`src/rtl/score_pkg.sv`:
```
// rtl/score_pkg.sv - shared score entry layout, terminator key and recorder state encoding
package score_pkg;

   localparam logic [3:0] REST     = 4'd0;
   // Terminator entry is {TERM_KEY, zero length}; playback stops on it.
   localparam logic [7:0] TERM_KEY = {4'd0, REST};
   localparam int         LEN_LSB  = 0;

   function automatic int note_lsb(input int len_w);
      return len_w;
   endfunction

   function automatic int oct_lsb(input int len_w);
      return len_w + 4;
   endfunction

   typedef enum logic [2:0] {
      ST_IDLE,
      ST_TRACK,
      ST_FLUSH,
      ST_TERM,
      ST_FULL_HOLD
   } state_e;

endpackage

```
`src/rtl/seg_timer.sv`:
```
// rtl/seg_timer.sv - saturating segment length counter in ms
module seg_timer #(
   parameter int LEN_W = 16
) (
   input  logic             clk,
   input  logic             rst_n,
   input  logic             clr,
   input  logic             inc,
   output logic [LEN_W-1:0] len_nxt,
   output logic             sat
);

   logic [LEN_W-1:0] len_q;
   logic [LEN_W-1:0] len_d;

   // len_nxt is the length including this cycle's tick, so a closing segment sees it.
   always_comb begin
      len_nxt = len_q;
      if (inc && !(&len_q)) begin
         len_nxt = len_q + LEN_W'(1);
      end
      sat   = &len_nxt;
      len_d = clr ? '0 : len_nxt;
   end

   always_ff @(posedge clk or negedge rst_n) begin
      if (!rst_n) begin
         len_q <= '0;
      end else begin
         len_q <= len_d;
      end
   end

endmodule

```
`src/rtl/score_recorder.sv`:
```
// rtl/score_recorder.sv - records keypad note/rest segments into score RAM entries
module score_recorder
   import score_pkg::*;
#(
   parameter int ADDR_W = 8,
   parameter int LEN_W  = 16
) (
   input  logic              clk,
   input  logic              rst_n,
   input  logic              tick_1ms,
   input  logic              en,
   input  logic [3:0]        note,
   input  logic [3:0]        octave,
   output logic              score_we,
   output logic [ADDR_W-1:0] score_addr,
   output logic [8+LEN_W-1:0] score_data,
   output logic [ADDR_W-1:0] entry_count,
   output logic              recording,
   output logic              full,
   output logic              done
);

   localparam int DATA_W   = 8 + LEN_W;
   localparam int NOTE_LSB = note_lsb(LEN_W);
   localparam int OCT_LSB  = oct_lsb(LEN_W);
   localparam logic [ADDR_W-1:0] LAST_SEG = {{(ADDR_W-1){1'b1}}, 1'b0};

   state_e            state_q, state_d;
   logic              en_prev_q;
   logic [7:0]        cur_seg_q, cur_seg_d;
   logic [ADDR_W-1:0] ptr_q, ptr_d;
   logic [ADDR_W-1:0] count_q, count_d;
   logic              full_q, full_d;
   logic              we_q, we_d;
   logic [ADDR_W-1:0] addr_q, addr_d;
   logic [DATA_W-1:0] data_q, data_d;
   logic              done_q, done_d;
   logic              recording_q, recording_d;

   logic              tmr_clr, tmr_inc, sat;
   logic [LEN_W-1:0]  len_nxt;
   logic [7:0]        key;
   logic              seg_wr;
   logic [DATA_W-1:0] seg_data;

   seg_timer #(.LEN_W(LEN_W)) u_seg_timer (
      .clk     (clk),
      .rst_n   (rst_n),
      .clr     (tmr_clr),
      .inc     (tmr_inc),
      .len_nxt (len_nxt),
      .sat     (sat)
   );

   assign key = {octave, note};

   always_comb begin
      seg_data = '0;
      seg_data[LEN_LSB +: LEN_W] = len_nxt;
      seg_data[NOTE_LSB +: 4]    = cur_seg_q[3:0];
      seg_data[OCT_LSB +: 4]     = cur_seg_q[7:4];
   end

   always_comb begin
      state_d   = state_q;
      cur_seg_d = cur_seg_q;
      ptr_d     = ptr_q;
      count_d   = count_q;
      full_d    = full_q;
      we_d      = 1'b0;
      addr_d    = addr_q;
      data_d    = data_q;
      done_d    = 1'b0;
      tmr_clr   = 1'b0;
      tmr_inc   = 1'b0;
      seg_wr    = 1'b0;

      case (state_q)
         ST_IDLE: begin
            if (en && !en_prev_q) begin
               ptr_d     = '0;
               count_d   = '0;
               full_d    = 1'b0;
               cur_seg_d = key;
               tmr_clr   = 1'b1;
               state_d   = ST_TRACK;
            end
         end
         ST_TRACK: begin
            if (!en) begin
               state_d = ST_FLUSH;
            end else begin
               tmr_inc = tick_1ms;
               // Saturation restarts the same key; a change in that cycle still gives one write.
               if (key != cur_seg_q || sat) begin
                  tmr_clr   = 1'b1;
                  cur_seg_d = key;
                  seg_wr    = (len_nxt != '0);
               end
            end
         end
         ST_FLUSH: begin
            tmr_clr = 1'b1;
            seg_wr  = (len_nxt != '0);
            state_d = ST_TERM;
         end
         ST_TERM: begin
            we_d    = 1'b1;
            addr_d  = ptr_q;
            data_d  = {TERM_KEY, {LEN_W{1'b0}}};
            done_d  = 1'b1;
            state_d = full_q ? ST_FULL_HOLD : ST_IDLE;
         end
         ST_FULL_HOLD: begin
            if (!en) begin
               state_d = ST_IDLE;
            end
         end
         default: state_d = ST_IDLE;
      endcase

      if (seg_wr) begin
         we_d    = 1'b1;
         addr_d  = ptr_q;
         data_d  = seg_data;
         ptr_d   = ptr_q + ADDR_W'(1);
         count_d = count_q + ADDR_W'(1);
         if (ptr_q == LAST_SEG) begin
            full_d  = 1'b1;
            state_d = ST_TERM;
         end
      end

      recording_d = (state_d == ST_TRACK);
   end

   always_ff @(posedge clk or negedge rst_n) begin
      if (!rst_n) begin
         state_q     <= ST_IDLE;
         en_prev_q   <= 1'b0;
         cur_seg_q   <= '0;
         ptr_q       <= '0;
         count_q     <= '0;
         full_q      <= 1'b0;
         we_q        <= 1'b0;
         addr_q      <= '0;
         data_q      <= '0;
         done_q      <= 1'b0;
         recording_q <= 1'b0;
      end else begin
         state_q     <= state_d;
         en_prev_q   <= en;
         cur_seg_q   <= cur_seg_d;
         ptr_q       <= ptr_d;
         count_q     <= count_d;
         full_q      <= full_d;
         we_q        <= we_d;
         addr_q      <= addr_d;
         data_q      <= data_d;
         done_q      <= done_d;
         recording_q <= recording_d;
      end
   end

   assign score_we    = we_q;
   assign score_addr  = addr_q;
   assign score_data  = data_q;
   assign entry_count = count_q;
   assign recording   = recording_q;
   assign full        = full_q;
   assign done        = done_q;

endmodule

```
`config.mk`:
```
export PLATFORM = sky130hd
export DESIGN_NAME = score_recorder
export DESIGN_NICKNAME = d
export VERILOG_FILES = /design/src/rtl/score_pkg.sv /design/src/rtl/seg_timer.sv /design/src/rtl/score_recorder.sv
export SDC_FILE = /design/constraint.sdc
export NUM_CORES = 1
export LEC_CHECK = 0
export CAP_MARGIN = 40
export CORE_ASPECT_RATIO = 1.1
export CORE_UTILIZATION = 35
export DETAILED_ROUTE_END_ITERATION = 16
export PLACE_DENSITY_LB_ADDON = 0.1
export RECOVER_POWER = 50
export SLEW_MARGIN = 30
export SYNTH_ARGS = -nofsm -noshare
export SYNTH_HDL_FRONTEND = slang
export SYNTH_SLANG_ARGS = --single-unit
```
`constraint.sdc`:
```
create_clock -name clk -period 7.1 [get_ports clk]
set_input_delay 1.42 -clock clk [delete_from_list [all_inputs] [get_ports clk]]
set_output_delay 1.42 -clock clk [all_outputs]
set_load 0.05 [all_outputs]
```
==> out/qor.txt <==
Yosys warning count = 0
failing checks = max-capacitance violations, max-slew violations
Levels on crit path = 2
Reg-to-Reg Start = u_seg_timer.len_q[0]$_DFF_PN0_
Top delay family on crit path = buffers and inverters
min Tclk post-route = 5.10 ns
Synth area leader = dfrtp_1
Slowest-stage cell, CP = clkbuf_1
DRC Markers = 0
Post-DRT Antenna Nets = 0
Initial Util = 0.364
synthesized cell area = 0.00424 mm^2
nets@finish = 479
worst endpoint required time = 6.67 ns
Core Area = 0.0116 mm^2
total grt overflow = 0
sequential cell area fraction in the yosys report = 0.472
CP most frequent cell = clkbuf_1
clk_lat worst skew = 0.33 ns
layout cell share with drive strength beyond 1 = 0.109
average size of a mapped cell = 10.2 um^2
drt first pass iters = 4
Root Driver = clkbuf_16
area grow syn2layout = 21.9%
CTS buffer count = 9
DR vias = 3322
FMAX = 196 MHz
Max H-tree Level = 3
dpl hpwl = 7180 um
CTS max path bufs = 2
CTS clk-pin slew, worst paths = 0.06 ns
status = finished with violations
Critical Path Max Stage Delay = 2.72 ns
Die ar. = 0.0126 mm^2
crit-path max FO = 69
CP Buf/Inv Count = 2
Setup crit start kind = input port
area share of the largest cell type after synthesis = 0.472
Max VDD drop = 0.199 mV
Post-CTS Setup Inserts = 0
Arrival @ worst endpoint = 4.67 ns
pwr dens = 334 mW/mm^2
Area contributors post-synth = dfrtp_1, mux2i_1, nand2_1
setup TNS = 0 ns
vias in the first global route = 3321
CP Capture Type = asynchronous set/reset pin
r2r setup slk = 3.03 ns
min-delay worst type = flop to flop
Net Count, Synth = 431
wire length per cell = 17.1 um
Max Slew Vio Count = 70
routed vias/inst = 5.38
Worst Setup EP = score_data[11]$_DFFE_PN0P_
Tcrit/Tclk final = 0.718
RSZ-0062 raised after global routing = false
final instance area = 0.00517 mm^2
Final setup viols = 0
DIE WIDTH = 107 um
number of DRC markers in iteration 0 = 119
Die H = 117 um
Post-Syn Instances = 415
Final GP Congestion = 0.873
Hold Vio Cnt, Final = 0
all-layer global routing usage = 0.180
worst reg-to-reg path cell count = 10
Clock Skew = 0.00388 ns
cells along the critical path = clkbuf_1, clkbuf_1
P_leak = 2.26 nW
ant diodes = 0
Synth cell types = 61
largest net degree at the start of global routing = 81
R2R Path End = score_addr[0]$_DFFE_PN0P_
TritonCTS clock tree = built
Crit. Startpoint = rst_n
worst slew pin tran = 3.80 ns
total chip power = 0.00173 W
Slew headroom = -1.53
antenna violations before repair = 0
area of placed instances = 0.00488 mm^2
first-pass GRT wire length = 17500 um
number of enable flip-flop cells after synthesis = 0
post-CTS resize count = 0
clock sinks = 80
port buffer count = 55
Post-CTS Hold Buffers = 0
Ports = 56
Synth Flop Type = dfrtp_1
flops & latches, synth = 80
WL final = 10600 um
critical path class = input port to asynchronous set/reset pin
Synth async-reset ratio = 1.00
Rows = 41
MaxCap Viol Count = 1
how the worst min path moves through the flow:
stage,start,to,slack (ns),cells after the start
6_report,score_addr[0]$_DFFE_PN0P_,score_addr[0]$_DFFE_PN0P_,0.50,1
3_5_place_dp,score_addr[0]$_DFFE_PN0P_,score_addr[0]$_DFFE_PN0P_,0.50,1
2_1_floorplan,ptr_q[4]$_DFFE_PN0P_,score_addr[4]$_DFFE_PN0P_,0.48,1
3_3_place_gp,score_addr[0]$_DFFE_PN0P_,score_addr[0]$_DFFE_PN0P_,0.49,1
4_1_cts,score_addr[0]$_DFFE_PN0P_,score_addr[0]$_DFFE_PN0P_,0.51,1
5_1_grt,score_addr[0]$_DFFE_PN0P_,score_addr[0]$_DFFE_PN0P_,0.52,1
report_power, final:
part | switching (W) | internal, W | leakage [nW]
logic | 0.000421 | 0.000217 | 1.03
clock network | 0.000185 | 0.000281 | 0.145
registers | 0.0000819 | 0.000540 | 1.08
cells by family after synthesis:
group           Yosys count  share of synthesized area
flops                    80                      0.472
fa+ha+maj                 4                     0.0118
simple gates            169                      0.220
xor+xnor                 17                     0.0351
buf+inv                  34                     0.0392
mux                      40                      0.106
compound gates           71                      0.116
per-layer routing:
| metal | global-route usage | up-vias | part of all wire |
|---|---|---|---|
| met3 | 0.0377 | 12 | 0.034 |
| met5 | 0 | - | 0 |
| met4 | 0.0565 | 0 | 0.015 |
| met2 | 0.276 | 70 | 0.48 |
| li1 | - | 1610 | - |
| met1 | 0.253 | 1630 | 0.48 |
cell type report:
class / count / area (um^2)
flip-flops and latches: 80 / 2000
clock buffers: 11 / 243
clock inverters: 5 / 56.3
well taps: 150 / 188
fillers: 1127 / 6470
inverters: 13 / 48.8
multi-input cells: 301 / 2070
repair buffers: 58 / 561
through the flow:
| stage | cells | setup WS [ns] | utilization | hold WS, ns |
|---|---|---|---|---|
| 2_1_floorplan | 415 | 3.13 | - | 0.482 |
| 3_3_place_gp | 600 | 1.88 | 0.418 | 0.491 |
| 3_5_place_dp | 600 | 1.79 | 0.419 | 0.498 |
| 4_1_cts | 616 | 2.14 | 0.445 | 0.513 |
| 5_1_grt | 618 | 1.01 | 0.444 | 0.524 |
| 6_report | 618 | 2.00 | 0.444 | 0.502 |
synthesized netlist by cell type (3+ instances only):
master / instances
o22ai_1: 3
buf_6: 3
o21ai_0: 16
mux2i_1: 23
nor2_1: 26
nand4_1: 10
mux2_2: 10
dfrtp_1: 80
a31o_1: 5
xnor2_1: 8
a21oi_1: 7
nand3_1: 27
a41oi_1: 3
mux2_4: 7
nand2b_1: 3
o21ai_1: 5
ha_1: 4
buf_2: 10
and3_1: 6
nor3_1: 7
and2_1: 4
inv_1: 13
o31ai_1: 3
o211ai_1: 3
nand2_1: 47
clkbuf_1: 7
nor4b_1: 4
nor4_1: 6
xor2_1: 9
or2_2: 4
and4_1: 7
a211oi_1: 6
registers in the layout (all words and copies together), names as in the netlist:
signal,cells
score_we,1
en_prev_q,1
state_q,3
recording,1
full,1
cur_seg_q,8
score_data,24
u_seg_timer.len_q,16
score_addr,8
done,1
ptr_q,8
entry_count,8
cell usage in the layout (no fill, tap or decap), types with 7 or more instances in the layout:
cell type        Yosys  layout
xor2_1               9       9
dfrtp_1             80      80
nand3_1             27      27
a21oi_1              7       7
nor3_1               7       7
o21ai_0             16      16
xnor2_1              8       8
nand2_1             47      47
mux2i_1             23      23
nor2_1              26      26
and4_1               7       7
nand4_1             10      10
inv_1               13      13
mux2_4               7       7
clkbuf_16            0       9
mux2_2              10      10
dlygate4sd3_1        0      19
clkdlybuf4s50_1      0      35
worst register-to-register path, delay by kind of cell (launching register included):
family	cells	cell delay, ns
buf+inv	2	0.51
simple gates	4	0.90
mux	1	0.42
flops	1	0.52
fa+ha+maj	1	0.35
compound gates	2	1.24
Power figures use the tool's default switching activity.
